`src/rtl/mio_pkg.sv`:
```
// Shared types and constants for the MIO bus arbiter: FSM state encoding,
// grant codes and the read data returned when an access times out.
package mio_pkg;

    typedef enum logic [1:0] {
        ST_IDLE    = 2'd0,
        ST_ACC_CPU = 2'd1,
        ST_ACC_DMA = 2'd2,
        ST_DONE    = 2'd3
    } state_t;

    // Grant codes double as the one-hot request/pick vector {dma, cpu}
    typedef enum logic [1:0] {
        GNT_NONE = 2'b00,
        GNT_CPU  = 2'b01,
        GNT_DMA  = 2'b10
    } grant_t;

    localparam logic [31:0] TIMEOUT_RDATA = 32'hDEAD_BEEF;

    function automatic state_t acc_state_for(input grant_t g);
        return (g == GNT_DMA) ? ST_ACC_DMA : ST_ACC_CPU;
    endfunction

endpackage

```
`src/rtl/mio_arbiter_rr_arb2.sv`:
```
// Two-way round-robin picker: a lone requester wins outright, and on a tie
// the requester that did not win last time is chosen.
module rr_arb2
    import mio_pkg::*;
(
    input  logic [1:0] req,
    input  grant_t     last_grant,
    output logic [1:0] pick
);

    always_comb begin
        pick = GNT_NONE;
        case (req)
            2'b01:   pick = GNT_CPU;
            2'b10:   pick = GNT_DMA;
            2'b11:   pick = (last_grant == GNT_CPU) ? GNT_DMA : GNT_CPU;
            default: pick = GNT_NONE;
        endcase
    end

endmodule

```
`src/rtl/mio_arbiter.sv`:
```
// Serialises CPU and DMA accesses onto the single MIO bus with round-robin
// fairness, a per-access ack timeout and a one-cycle bus-idle gap between accesses.
module mio_arbiter
    import mio_pkg::*;
#(
    parameter int ADDR_W  = 32,
    parameter int DATA_W  = 32,
    parameter int TIMEOUT = 15
) (
    input  logic              clk,
    input  logic              reset,
    input  logic              cpu_req,
    input  logic              cpu_we,
    input  logic [ADDR_W-1:0] cpu_addr,
    input  logic [DATA_W-1:0] cpu_wdata,
    output logic [DATA_W-1:0] cpu_rdata,
    output logic              cpu_ready,
    input  logic              dma_req,
    input  logic              dma_we,
    input  logic [ADDR_W-1:0] dma_addr,
    input  logic [DATA_W-1:0] dma_wdata,
    output logic [DATA_W-1:0] dma_rdata,
    output logic              dma_ready,
    output logic              mem_req,
    output logic              mem_we,
    output logic [ADDR_W-1:0] mem_addr,
    output logic [DATA_W-1:0] mem_wdata,
    input  logic [DATA_W-1:0] mem_rdata,
    input  logic              mem_ack,
    output logic [1:0]        grant,
    output logic              timeout_err
);

    localparam int CNT_W = (TIMEOUT > 1) ? $clog2(TIMEOUT) : 1;
    localparam logic [CNT_W-1:0] CNT_LAST = CNT_W'(TIMEOUT - 1);

    state_t            state_q, state_d;
    grant_t            last_grant_q, last_grant_d;
    grant_t            grant_q, grant_d;
    logic [CNT_W-1:0]  cnt_q, cnt_d;
    logic              mem_req_q, mem_req_d;
    logic              mem_we_q, mem_we_d;
    logic [ADDR_W-1:0] mem_addr_q, mem_addr_d;
    logic [DATA_W-1:0] mem_wdata_q, mem_wdata_d;
    logic [DATA_W-1:0] cpu_rdata_q, cpu_rdata_d;
    logic [DATA_W-1:0] dma_rdata_q, dma_rdata_d;
    logic              cpu_ready_q, cpu_ready_d;
    logic              dma_ready_q, dma_ready_d;
    logic              timeout_err_q, timeout_err_d;

    logic [1:0]        pick;
    logic              in_access;
    logic              owner_cpu;
    logic              acked;
    logic              timed_out;
    logic [DATA_W-1:0] resp_data;

    rr_arb2 u_rr_arb2 (
        .req        ({dma_req, cpu_req}),
        .last_grant (last_grant_q),
        .pick       (pick)
    );

    assign in_access = (state_q == ST_ACC_CPU) || (state_q == ST_ACC_DMA);
    assign owner_cpu = (state_q == ST_ACC_CPU);
    assign acked     = in_access && mem_req_q && mem_ack;
    assign timed_out = in_access && !acked && (cnt_q == CNT_LAST);
    assign resp_data = acked ? mem_rdata : DATA_W'(TIMEOUT_RDATA);

    always_comb begin
        state_d       = state_q;
        last_grant_d  = last_grant_q;
        grant_d       = grant_q;
        cnt_d         = cnt_q;
        mem_req_d     = mem_req_q;
        mem_we_d      = mem_we_q;
        mem_addr_d    = mem_addr_q;
        mem_wdata_d   = mem_wdata_q;
        cpu_rdata_d   = cpu_rdata_q;
        dma_rdata_d   = dma_rdata_q;
        cpu_ready_d   = 1'b0;
        dma_ready_d   = 1'b0;
        timeout_err_d = timeout_err_q;

        case (state_q)
            ST_IDLE: begin
                if (pick != GNT_NONE) begin
                    state_d      = acc_state_for(grant_t'(pick));
                    grant_d      = grant_t'(pick);
                    last_grant_d = grant_t'(pick);
                    cnt_d        = '0;
                    mem_req_d    = 1'b1;
                    // The winner's command is captured once and held for the whole access
                    if (pick == GNT_CPU) begin
                        mem_we_d    = cpu_we;
                        mem_addr_d  = cpu_addr;
                        mem_wdata_d = cpu_wdata;
                    end else begin
                        mem_we_d    = dma_we;
                        mem_addr_d  = dma_addr;
                        mem_wdata_d = dma_wdata;
                    end
                end
            end

            ST_ACC_CPU, ST_ACC_DMA: begin
                if (acked || timed_out) begin
                    state_d   = ST_DONE;
                    grant_d   = GNT_NONE;
                    mem_req_d = 1'b0;
                    if (timed_out) begin
                        timeout_err_d = 1'b1;
                    end
                    // Writes leave the requester's read data register untouched
                    if (owner_cpu) begin
                        cpu_ready_d = 1'b1;
                        if (!mem_we_q) begin
                            cpu_rdata_d = resp_data;
                        end
                    end else begin
                        dma_ready_d = 1'b1;
                        if (!mem_we_q) begin
                            dma_rdata_d = resp_data;
                        end
                    end
                end else begin
                    cnt_d = cnt_q + CNT_W'(1);
                end
            end

            ST_DONE: begin
                state_d = ST_IDLE;
            end

            default: begin
                state_d   = ST_IDLE;
                grant_d   = GNT_NONE;
                mem_req_d = 1'b0;
            end
        endcase
    end

    always_ff @(posedge clk or posedge reset) begin
        if (reset) begin
            state_q       <= ST_IDLE;
            last_grant_q  <= GNT_DMA;
            grant_q       <= GNT_NONE;
            cnt_q         <= '0;
            mem_req_q     <= 1'b0;
            mem_we_q      <= 1'b0;
            mem_addr_q    <= '0;
            mem_wdata_q   <= '0;
            cpu_rdata_q   <= '0;
            dma_rdata_q   <= '0;
            cpu_ready_q   <= 1'b0;
            dma_ready_q   <= 1'b0;
            timeout_err_q <= 1'b0;
        end else begin
            state_q       <= state_d;
            last_grant_q  <= last_grant_d;
            grant_q       <= grant_d;
            cnt_q         <= cnt_d;
            mem_req_q     <= mem_req_d;
            mem_we_q      <= mem_we_d;
            mem_addr_q    <= mem_addr_d;
            mem_wdata_q   <= mem_wdata_d;
            cpu_rdata_q   <= cpu_rdata_d;
            dma_rdata_q   <= dma_rdata_d;
            cpu_ready_q   <= cpu_ready_d;
            dma_ready_q   <= dma_ready_d;
            timeout_err_q <= timeout_err_d;
        end
    end

    assign cpu_rdata   = cpu_rdata_q;
    assign cpu_ready   = cpu_ready_q;
    assign dma_rdata   = dma_rdata_q;
    assign dma_ready   = dma_ready_q;
    assign mem_req     = mem_req_q;
    assign mem_we      = mem_we_q;
    assign mem_addr    = mem_addr_q;
    assign mem_wdata   = mem_wdata_q;
    assign grant       = grant_q;
    assign timeout_err = timeout_err_q;

endmodule

```
`config.mk`:
```
export PLATFORM = sky130hd
export DESIGN_NAME = mio_arbiter
export DESIGN_NICKNAME = d
export VERILOG_FILES = /design/src/rtl/mio_pkg.sv /design/src/rtl/mio_arbiter_rr_arb2.sv /design/src/rtl/mio_arbiter.sv
export SDC_FILE = /design/constraint.sdc
export NUM_CORES = 1
export LEC_CHECK = 0
export CAP_MARGIN = 20
export CORE_AREA = 2 2 134 136
export CTS_CLUSTER_SIZE = 8
export DETAILED_ROUTE_END_ITERATION = 12
export DIE_AREA = 0 0 136 138
export PLACE_DENSITY = 0.72
export SLEW_MARGIN = 20
export SYNTH_ARGS = -nofsm -noshare
export SYNTH_HDL_FRONTEND = slang
export SYNTH_SLANG_ARGS = --single-unit
export TNS_END_PERCENT = 10
```
`constraint.sdc`:
```
create_clock -name clk -period 4.2 [get_ports clk]
set_clock_uncertainty 0.05 [all_clocks]
set_input_delay 0.42 -clock clk [delete_from_list [all_inputs] [get_ports clk]]
set_output_delay 0.42 -clock clk [all_outputs]
set_load 0.05 [all_outputs]
```
# ---- Word-level counts from Yosys, hierarchy flattened
# Cells that the tools add are included.
dict set report totals {
  ff_bits 143
  wordCells 72
}
dict set report op_classes {
  add_sub_neg 1
  n_eq_ne 13
  n_mux 25
  n_bitwise 2
  n_reduce_logical 18
}
# op count
set op_table {}
lappend op_table {{$mux W32} 3}
lappend op_table {{$mux W2} 6}
lappend op_table {{$pmux W2 S3} 2}
lappend op_table {{$eq A2 B2 Y1 const B} 5}
lappend op_table {{$mux W1} 9}
lappend op_table {{$reduce_and A3 Y1} 3}
lappend op_table {{$eq A2 B1 Y1 const B} 4}
lappend op_table {{$mux W4} 2}
lappend op_table {{$pmux W4 S2} 1}
lappend op_table {{$reduce_and A4 Y1} 2}
lappend op_table {{$ne A2 B2 Y1 const B} 3}
lappend op_table {{$add A4 B1 Y4 const B} 1}
lappend op_table {{$eq A4 B4 Y1 const B} 1}
lappend op_table {{$logic_and A1 B1 Y1} 4}
lappend op_table {{$pmux W2 S2} 1}
lappend op_table {{$reduce_and A2 Y1} 2}
lappend op_table {{$reduce_bool A2 Y1} 2}
lappend op_table {{$logic_not A2 Y1} 1}
lappend op_table {{$logic_or A1 B1 Y1} 2}
lappend op_table {{$not A1 Y1} 2}
lappend op_table {{$pmux W1 S2} 1}
lappend op_table {{$reduce_or A2 Y1} 1}
lappend op_table {{$logic_not A1 Y1} 1}

# ---- Longest topological paths before layout
# Gate-level depths: netlist of run 1.
dict set report logic_depth {
  word_depth 10
  depth_mapped 8
  mapped_depth_nobuf 6
}

# ---- Cells and area by module
# Synthesis of run 1 repeated with hierarchy kept, for this count alone.
dict set report hier_totals {
  cells_unflattened 550
  hier_area_um2 6404.9
}
# mod n_inst cells_each area_per_inst_um2 seq_area_each_um2
set modules_own_cells {}
lappend modules_own_cells {mio_arbiter 1 546 6374.9 3579.7}
lappend modules_own_cells {rr_arb2 1 4 30.0 0.0}

# ---- Least setup slack after synthesis of run 1
# OpenSTA, ideal clock, no wires.
dict set report synth_timing {
  path_kind {reg2reg}
  startpoint {register state_q[0]}
  endpoint {register dma_rdata_q[0], in the netlist dma_rdata[0]}
  setup_ns 0.123
  arrival_ns 1.739
  required_ns 4.027
  path_slack_ns 2.288
  stages_incl_launch_ff 9
  path_cell_list {dfrtp_1 -> inv_1 -> ha_1 -> inv_2 -> or4_1 -> buf_4 -> buf_6 -> nand2_1 -> o21ai_1}
}
dict set report synth_via {
  elab_chain_cells 9
  elab_cells_between_ends 13
  cone_classes {eq/ne: 2; mux: 1; bitwise: 1; reduce/logical: 9}
}
# item line_no
set synth_rtl {}
lappend synth_rtl {{from (decl)} mio_arbiter.sv:37} ;# state_t state_q, state_d;
lappend synth_rtl {{from (signal assigned)} mio_arbiter.sv:159} ;# state_q <= state_d;
lappend synth_rtl {{$eq A2 B1 Y1 / $eq A2 B2 Y1 (equally long branches)} {mio_arbiter.sv:64, mio_arbiter.sv:65, mio_arbiter.sv:85}}
lappend synth_rtl {{$logic_or A1 B1 Y1} mio_arbiter.sv:64} ;# assign in_access = (state_q == ST_ACC_CPU) || (state_q == ST_ACC_DMA);
lappend synth_rtl {{$logic_and A1 B1 Y1 (2 in a row)} mio_arbiter.sv:66} ;# assign acked = in_access && mem_req_q && mem_ack;
lappend synth_rtl {{$logic_not A1 Y1} mio_arbiter.sv:67} ;# assign timed_out = in_access && !acked && (cnt_q == CNT_LAST);
lappend synth_rtl {{$logic_and A1 B1 Y1 (2 in a row)} mio_arbiter.sv:67}
lappend synth_rtl {{$logic_or A1 B1 Y1} mio_arbiter.sv:107} ;# if (acked || timed_out) begin
lappend synth_rtl {{$reduce_and A4 Y1 (no source line)} --}
lappend synth_rtl {{to (signal assigned)} mio_arbiter.sv:168} ;# dma_rdata_q <= dma_rdata_d;
lappend synth_rtl {{to (decl)} mio_arbiter.sv:46} ;# logic [DATA_W-1:0] dma_rdata_q, dma_rdata_d;
# Several ways; a longest one is shown, not always the timed one.
# A chain may end at the register's enable or synchronous reset.

# ---- Final worst setup path of run 1
dict set report layout_timing {
  startpoint {register state_q[0]}
  endpoint {register dma_rdata_q[16], in the netlist dma_rdata[16]}
}
# The elaborated chain is that of the path after synthesis.

==> results of run 1 <==
==> Yosys cell counts (6+ instances only) <==
cell | number | area, sq um
a21oi_1 | 29 | 145
buf_2 | 8 | 40.0
buf_6 | 6 | 67.6
clkbuf_1 | 19 | 71.3
dfrtp_1 | 142 | 3550
inv_1 | 18 | 67.6
mux2i_1 | 66 | 661
nand2_1 | 112 | 420
nand3_1 | 11 | 55.1
nor2_1 | 53 | 199
o21ai_0 | 59 | 295
o21ai_1 | 25 | 125
o21ai_2 | 28 | 245
==> final cells by class <==
| class | instances | share of cell area (%) |
|---|---|---|
| Inverter | 19 | 0.752 |
| Clock buffer | 18 | 4.30 |
| Clock inverter | 13 | 1.16 |
| Timing Repair Buffer | 306 | 30.9 |
| Multi-Input combinational cell | 410 | 24.2 |
| Tap cell | 229 | 2.87 |
| Sequential cell | 143 | 35.8 |
==> stage by stage <==
stage	utilization, %	instance area (sq um)	hold slack [ps]	worst slack [ps]
floorplan	-	6260	400	1940
global placement	53.8	9440	409	1650
detailed placement	53.8	9440	415	1540
CTS	56.9	9980	428	1540
global route	57.0	9990	443	1430
finish	57.0	9990	425	1580
==> state kept, by name, indices dropped and copies added (netlist names) <==
name and cells:
cpu_rdata 32, dma_rdata 32, mem_addr 32, mem_wdata 32
cnt_q 4, grant 2, last_grant_q 2, state_q 2
cpu_ready 1, dma_ready 1, mem_req 1, mem_we 1
timeout_err 1
==> kinds of logic after synthesis <==
group / Yosys count / share of synthesized area [%]
simple gates: 187 / 12.2
compound gates: 153 / 14.6
flops: 143 / 57.2
mux: 66 / 10.6
buf+inv: 59 / 4.72
fa+ha+maj: 4 / 0.800
==> per-layer routing <==
layer  part of all wire [%]  up-vias
met5                  0.092        -
met4                    1.5        2
met3                     11       23
met2                     45      243
met1                     42     2387
li1                       -     2663
==> path summary, 6_finish.rpt <==
kind                                   from            end  slack [ps]
max in group asynchronous             reset  mem_wdata[23]        2980
worst min register to register  mem_addr[5]    mem_addr[5]         430
worst min-delay path            mem_addr[5]    mem_addr[5]         430
worst max-delay path             state_q[0]  dma_rdata[16]        1580
worst max register to register   state_q[0]  dma_rdata[16]        1580
min in group asynchronous             reset   dma_rdata[0]         480
==> worst min-delay path, stage by stage, from the launching register on <==
cell and delay, ps:
dfrtp_1 340, nand2_1 40, o21ai_0 60
==> where the power goes <==
part | total (mW) | switching [mW] | internal, mW | leakage, nW
sequential | 2.43 | 0.375 | 2.06 | 1.70
combinational | 5.25 | 3.54 | 1.72 | 2.34
clock | 1.40 | 0.592 | 0.811 | 0.262
==> summary.txt, run 1 <==
Timing
  • Slew HR: 46.4%
  • Endpoints failing hold: 0
  • Transition time of the tightest slew-check pin: 803 ps
  • Min Tclk post-route: 2620 ps
  • Slew Limit Fails: 0
  • # setup viols final: 0
  • Setup tns final: 0 ps
  • Fin crit share: 62.3%
  • Fmax: 382 MHz
  • Unrepaired setup endpoints after global routing: no

Cells and area
  • Commonest non-fill, non-tap cell in the layout: clkdlybuf4s50_1
  • Layout Area Growth over Synthesis: 59.6%
  • Nets@finish: 1,068
  • Register Area: 3580 sq um
  • Layout Cells excl Fill: 1,138
  • Share of cells above drive strength 1: 8.03%
  • ANT cells: 0
  • Fill cells: 1,585
  • Most frequent cells in the layout: 301 x clkdlybuf4s50_1, 142 x dfrtp_1, 112 x nand2_1
  • Area of the multi-input gates: 2410 sq um

Setup path
  • Slowest-stage cell, CP: or4_2
  • R2r worst-path depth: 7
  • Crit Path Category: register to register
  • Max incr delay on CP: 670 ps
  • CP top delay family: simple AND/OR/NAND/NOR gates
  • Arrival time worst endpoint: 2850 ps
  • WP data required: 4430 ps
  • Critical Path End Type: register
  • Startpoint types: register
  • CP max FO: 64
  • Crit-path cells: inv_1 -> ha_1 -> inv_2 -> or4_2 -> buf_4 -> nand2_1 -> o21ai_2
  • WP buf/inv: 3
  • Stages on the worst setup path: 7

Drt
  • Via count: 5,318
  • DRT Pass-1 Iters: 4
  • Antenna Violating Nets Remaining: 0
  • DR iter-0 viols: 210
  • Final WL: 17,500 um
  • DRC: 0
  • Routed len/inst: 15.4 um
  • Via density: 4.67

Global routing
  • Met3 GRT Util: 8.80%
  • Vias in the first global route: 5,306
  • Grt total ovfl: 0
  • Met2 global-route usage: 29.7%
  • Initial antenna violation count: 1
  • GRT Max-Usage Layer: met2
  • Met1 usage in global routing: 23.5%
  • Gr usage total: 19.0%
  • Largest net degree at the start of global routing: 144
  • First-pass GRT wire length: 27,800 um

CTS
  • Clock Pin Slew Worst Setup and Hold Paths: 60 ps
  • Setup bufs post-CTS: 0
  • CTS sink cnt: 143
  • # hold bufs at CTS: 0
  • H-Tree Depth: 4
  • Clock Tree Buf Depth: 2
  • # resized after CTS: 0
  • Latest clock arrival within the worst-skew pair: 420 ps
  • Root Driver: clkbuf_16
  • CTS tree: yes
  • Inserted Clock Buffers: 17

Hold path
  • Worst hold path type: register to register
  • Worst Hold Depth: 2

Synth
  • #FFs+latches synth: 143
  • FFs w/ async S/R, synth: 100%
  • EDFF count, synth: 0
  • Post-synthesis cell type count: 38
  • Mean Syn Cell Area: 10.2 sq um
  • Mapped Nets: 783
  • Mapped cell area: 6260 sq um
  • Yosys warns: 0
  • Sequential element share of the synthesized area: 57.2%
  • Mapped Cells: 612
  • Primary FF master, synth: dfrtp_1

Floorplanning
  • DIE AREA: 18,800 sq um
  • Initial Util: 35.7%
  • CORE AREA: 17,500 sq um
  • Io pins: 302
  • Die Ht: 138 um
  • Die W: 136 um
  • FP Rows: 49

Place
  • Dpl hpwl: 12,600 um
  • GPL Wtd Cong: 0.778
  • Placed Cells: 1,107
  • Port bufs: 301

Power
  • Final Total Pwr: 9.09 mW
  • PD cells: 910 nW/um^2
  • Peak VDD IR: 0.596 mV
  • Leakage power: 4.30 nW

Flow run
  • Max-cap violations: 0

Run status
  • Outcome: finished clean
No activity file was read; power rests on OpenSTA's default activity.
==> inputs of run 2 (changes only) <==
Settings changed: CORE_AREA 2 2 134 136 to 2 2 127 129, DIE_AREA 0 0 136 138 to 0 0 129 131, PLACE_DENSITY 0.72 to 0.76.
Clock period 4.2 ns to 2.6 ns, I/O delays scaled along.
==> summary.txt, run 2 (synthesized netlist as in run 1, its figures left out) <==
Hold path
  • Worst hold path type: input port to async pin (was register to register)

Global routing
  • First-pass GRT wire length: 26,600 um (was 27,800 um)
  • Grt total ovfl: 0 (unchanged)
  • Vias in the first global route: 5,007 (was 5,306)
  • Gr usage total: 20.6% (was 19.0%)
  • Largest net degree at the start of global routing: 127 (was 144)
  • Initial antenna violation count: 0 (was 1)

Timing
  • Endpoints failing hold: 0 (unchanged)
  • Transition time of the tightest slew-check pin: 591 ps (was 803 ps)
  • Fmax: 471 MHz (was 382 MHz)
  • Slew HR: 60.5% (was 46.4%)
  • Min Tclk post-route: 2120 ps (was 2620 ps)
  • Unrepaired setup endpoints after global routing: no (unchanged)
  • Fin crit share: 81.7% (was 62.3%)
  • Slew Limit Fails: 0 (unchanged)
  • # setup viols final: 0 (unchanged)
  • Setup tns final: 0 ps (unchanged)
  • WHS: 268 ps (was 425 ps)

CTS
  • Root Driver: clkbuf_16 (unchanged)
  • # resized after CTS: 0 (unchanged)
  • CTS sink cnt: 143 (unchanged)
  • Clock Tree Buf Depth: 2 (unchanged)
  • # hold bufs at CTS: 0 (unchanged)
  • Latest clock arrival within the worst-skew pair: 410 ps (was 420 ps)
  • Setup bufs post-CTS: 0 (unchanged)
  • CTS tree: yes (unchanged)
  • Inserted Clock Buffers: 17 (unchanged)
  • H-Tree Depth: 4 (unchanged)
  • Clock Pin Slew Worst Setup and Hold Paths: 60 ps (about the same)

Cells and area
  • Most frequent cells in the layout: 301 x clkdlybuf4s50_1, 142 x dfrtp_1, 112 x nand2_1 (unchanged)
  • Layout Area Growth over Synthesis: 61.5% (was 59.6%)
  • Share of cells above drive strength 1: 8.52% (was 8.03%)
  • Fill cells: 1,251 (was 1,585)
  • Final instance area: 10,100 sq um (was 9990 sq um)
  • Layout Cells excl Fill: 1,131 (was 1,138)
  • Util after Layout: 64.8% (was 57.0%)
  • Commonest non-fill, non-tap cell in the layout: clkdlybuf4s50_1 (unchanged)
  • ANT cells: 0 (unchanged)
  • Nets@finish: 1,073 (was 1,068)

Setup path
  • Worst Setup SP: state_q[0] (unchanged)
  • Critical Path End Type: register (unchanged)
  • Arrival time worst endpoint: 2370 ps (was 2850 ps)
  • Reg2reg start: state_q[0] (unchanged)
  • Startpoint types: register (unchanged)
  • WP buf/inv: 3 (unchanged)
  • Crit-path cells: inv_1 -> ha_1 -> inv_2 -> or4_2 -> buf_12 -> nand2_1 -> o21ai_2 (was inv_1 -> ha_1 -> inv_2 -> or4_2 -> buf_4 -> nand2_1 -> o21ai_2)
  • CP max FO: 64 (unchanged)
  • Slowest-stage cell, CP: or4_2 (unchanged)
  • Crit Path Category: register to register (unchanged)
  • R2R Setup Slk: 480 ps (was 1580 ps)
  • Stages on the worst setup path: 7 (unchanged)
  • End point of the critical path: dma_rdata[19] (was dma_rdata[16])
  • R2r endpoint: dma_rdata[19] (was dma_rdata[16])
  • Max incr delay on CP: 700 ps (was 670 ps)
  • CP top delay family: simple AND/OR/NAND/NOR gates (unchanged)
  • R2r worst-path depth: 7 (unchanged)
  • WP data required: 2840 ps (was 4430 ps)

Flow run
  • Max-cap violations: 0 (unchanged)

Floorplanning
  • CORE AREA: 15,600 sq um (was 17,500 sq um)
  • Initial Util: 40.1% (was 35.7%)
  • FP Rows: 46 (was 49)
  • Die Ht: 131 um (was 138 um)
  • Io pins: 302 (unchanged)
  • Die W: 129 um (was 136 um)
  • DIE AREA: 16,900 sq um (was 18,800 sq um)

Place
  • GPL Wtd Cong: 0.816 (was 0.778)
  • Port bufs: 301 (unchanged)
  • Placed Cells: 1,099 (was 1,107)
  • Dpl hpwl: 13,000 um (was 12,600 um)
  • Area post-placement: 9500 sq um (was 9440 sq um)

Drt
  • DRC: 0 (unchanged)
  • DR iter-0 viols: 301 (was 210)
  • Routed len/inst: 15.6 um (was 15.4 um)
  • Via density: 4.71 (was 4.67)
  • Via count: 5,327 (was 5,318)
  • Antenna Violating Nets Remaining: 0 (unchanged)
  • Final WL: 17,600 um (was 17,500 um)
  • DRT Pass-1 Iters: 4 (unchanged)

Power
  • Peak VDD IR: 0.774 mV (was 0.596 mV)
  • Leakage power: 4.37 nW (was 4.30 nW)
  • PD cells: 1490 nW/um^2 (was 910 nW/um^2)

Run status
  • Outcome: finished clean (unchanged)
## run 2: cell type report
type | count | area [sq um] | area share [%]
clock buffers | 20 | 457 | 4.52
flip-flops and latches | 143 | 3580 | 35.4
well taps | 216 | 270 | 2.67
clock inverters | 12 | 159 | 1.57
repair buffers | 311 | 3160 | 31.3
multi-input cells | 410 | 2410 | 23.8
inverters | 19 | 75.1 | 0.742
## run 2: stage by stage
step,total power [mW],worst slack [ps]
final,15.0,475
after CTS,15.1,473
after global routing,15.8,386
after global placement,12.4,504
after floorplan,9.58,500
after detailed placement,12.6,472
## run 2: worst register-to-register path: cells and delay by family, from the launching register on
| family | cells | cell delay [ps] |
|---|---|---|
| AO/OA/AOI/OAI | 1 | 60 |
| adder cells (fa/ha/maj) | 1 | 300 |
| buffers and inverters | 3 | 360 |
| flip-flops | 1 | 370 |
| AND/OR/NAND/NOR | 2 | 870 |
## run 2: power breakdown
part | internal [mW] | switching [mW] | total, mW
sequential | 3.32 | 0.612 | 3.93
combinational | 2.83 | 5.75 | 8.57
clock | 1.57 | 0.954 | 2.52
## run 2: layer usage
layer	share of wire [%]	global-route usage, %	vias to the layer above
li1	-	-	2662
met2	49	34.0	214
met3	8.2	6.96	21
met4	1.6	6.52	0
met1	41	25.8	2430
met5	0	0	-
## run 2: worst min-delay path by stage
stage / start / slack, ps / cells after the start / end
6_report: reset / 270 / 3 / mem_addr[21]
5_1_grt: reset / 310 / 3 / mem_addr[23]
4_1_cts: reset / 280 / 3 / mem_addr[21]
3_5_place_dp: dma_rdata[21] / 410 / 2 / dma_rdata[21]
3_3_place_gp: mem_addr[28] / 410 / 2 / mem_addr[28]
2_1_floorplan: mem_rdata[29] / 340 / 2 / dma_rdata[29]
==> inputs of run 3 (changes only) <==
Clock period 2.6 ns to 2.1 ns, I/O delays scaled along.
==> summary.txt, run 3 (synthesized netlist as in run 1, its figures left out) <==
Run status
  • Outcome: finished clean (unchanged)

Global routing
  • Initial antenna violation count: 0 (unchanged)
  • Grt total ovfl: 0 (unchanged)
  • Largest net degree at the start of global routing: 113 (was 127)
  • First-pass GRT wire length: 27,000 um (was 26,600 um)
  • Vias in the first global route: 5,261 (was 5,007)
  • Gr usage total: 20.9% (was 20.6%)

Hold path
  • Worst hold path type: input port to async pin (unchanged)

CTS
  • CTS sink cnt: 143 (unchanged)
  • CTS tree: yes (unchanged)
  • H-Tree Depth: 4 (unchanged)
  • Clock Tree Buf Depth: 2 (unchanged)
  • Setup bufs post-CTS: 0 (unchanged)
  • # resized after CTS: 0 (unchanged)
  • Clock Pin Slew Worst Setup and Hold Paths: 60 ps (about the same)
  • # hold bufs at CTS: 0 (unchanged)
  • Root Driver: clkbuf_16 (unchanged)
  • Inserted Clock Buffers: 17 (unchanged)
  • Latest clock arrival within the worst-skew pair: 410 ps (about the same)

Drt
  • Antenna Violating Nets Remaining: 0 (unchanged)
  • DRT Pass-1 Iters: 4 (unchanged)
  • DR iter-0 viols: 266 (was 301)
  • Via density: 4.76 (was 4.71)
  • Routed len/inst: 15.7 um (was 15.6 um)
  • Via count: 5,459 (was 5,327)
  • Final WL: 18,000 um (was 17,600 um)
  • DRC: 0 (unchanged)

Cells and area
  • Commonest non-fill, non-tap cell in the layout: clkdlybuf4s50_1 (unchanged)
  • Most frequent cells in the layout: 301 x clkdlybuf4s50_1, 142 x dfrtp_1, 112 x nand2_1 (unchanged)
  • ANT cells: 0 (unchanged)
  • Nets@finish: 1,090 (was 1,073)
  • Layout Cells excl Fill: 1,148 (was 1,131)
  • Layout Area Growth over Synthesis: 63.9% (was 61.5%)
  • Share of cells above drive strength 1: 10.1% (was 8.52%)
  • Util after Layout: 65.8% (was 64.8%)

Power
  • Clock share of power: 16.0% (was 16.8%)
  • Internal Dissipation: 9.63 mW (was 7.72 mW)
  • Leakage power: 4.46 nW (was 4.37 nW)
  • Net switching power figure: 9.08 mW (was 7.31 mW)
  • Switching fraction of total power: 48.5% (was 48.7%)
  • Reg power frac: 26.1% (was 26.2%)
  • Peak VDD IR: 0.800 mV (was 0.774 mV)
  • PD cells: 1820 nW/um^2 (was 1490 nW/um^2)
  • Comb pwr share: 58.0% (was 57.1%)

Setup path
  • Crit-path cells: clkdlybuf4s50_1 (was inv_1 -> ha_1 -> inv_2 -> or4_2 -> buf_12 -> nand2_1 -> o21ai_2)
  • Max incr delay on CP: 860 ps (was 700 ps)
  • Slowest-stage cell, CP: clkdlybuf4s50_1 (was or4_2)
  • Critical Path End Type: primary output (was register)
  • R2R Setup Slk: 180 ps (was 480 ps)
  • WP buf/inv: 1 (was 3)
  • CP top delay family: buffers and inverters (was simple AND/OR/NAND/NOR gates)
  • CP max FO: 4 (was 64)
  • Crit Path Category: register to primary output (was register to register)
  • Startpoint types: register (unchanged)
  • WP data required: 1840 ps (was 2840 ps)
  • Arrival time worst endpoint: 1740 ps (was 2370 ps)

Place
  • GPL Wtd Cong: 0.833 (was 0.816)
  • Placed Cells: 1,114 (was 1,099)
  • Dpl hpwl: 13,400 um (was 13,000 um)
  • Port bufs: 301 (unchanged)

Timing
  • Unrepaired setup endpoints after global routing: no (unchanged)
  • # setup viols final: 0 (unchanged)
  • Slew Limit Fails: 0 (unchanged)
  • Setup tns final: 0 ps (unchanged)
  • Transition time of the tightest slew-check pin: 604 ps (was 591 ps)
  • Min Tclk post-route: 2000 ps
  • Fin crit share: 95.1%
  • Fmax: 501 MHz
  • Slew HR: 59.6% (was 60.5%)
  • Endpoints failing hold: 0 (unchanged)

Floorplanning
  • Initial Util: 40.1% (unchanged)
  • Die W: 129 um (unchanged)
  • Die Ht: 131 um (unchanged)
  • Io pins: 302 (unchanged)
  • FP Rows: 46 (unchanged)
  • DIE AREA: 16,900 sq um (unchanged)
  • CORE AREA: 15,600 sq um (unchanged)

Flow run
  • Max-cap violations: 0 (unchanged)
## run 3: cell type report
type	instances	area, sq um
multi-input combinational	410	2410
inverter	19	75.1
fill	1246	5340
timing repair buffer	328	3330
clock inverter	9	106
sequential	143	3580
tap	216	270
clock buffer	23	488
## run 3: power groups by stage
stage	clock network (mW)	logic [mW]	registers, mW
finish	2.98	10.8	4.87
global route	3.15	11.5	5.06
CTS	3.04	10.8	4.89
detailed placement	0	10.8	4.92
global placement	0	10.7	4.88
floorplan	0	2.66	9.21
## run 3: worst paths after layout
check,cells past startpoint,to,startpoint
worst max register to register,7,dma_rdata[4],state_q[0]
worst min register to register,2,dma_rdata[11],dma_rdata[11]
max in group asynchronous,3,last_grant_q[1],reset
min in group clk,3,cpu_rdata[17],mem_rdata[17]
worst min-delay path,3,cnt_q[1],reset
worst max-delay path,1,mem_we,mem_we
## run 3: per-layer routing
metal	track usage, %	wire [um]
met1	26.6	7490
met5	0	0
met3	5.86	1300
met2	34.3	8770
met4	7.80	457
## run 3: through the flow
stage | total power, mW | hold WS (ps) | area, sq um | setup slack, ps
detailed placement | 15.7 | 415 | 9620 | 21.6
global placement | 15.5 | 410 | 9620 | 73.2
global route | 19.7 | 252 | 10300 | 26.8
floorplan | 11.9 | 287 | 6260 | 49.8
CTS | 18.8 | 234 | 10200 | 1.49
finish | 18.7 | 217 | 10300 | 104
## run 3: worst register-to-register path, cell delays in order (launching register included)
cell and delay [ps]:
dfrtp_1 370, inv_1 60, ha_1 310, inv_2 40, or4_4 610, buf_16 210, nand2_1 110, o21ai_2 60
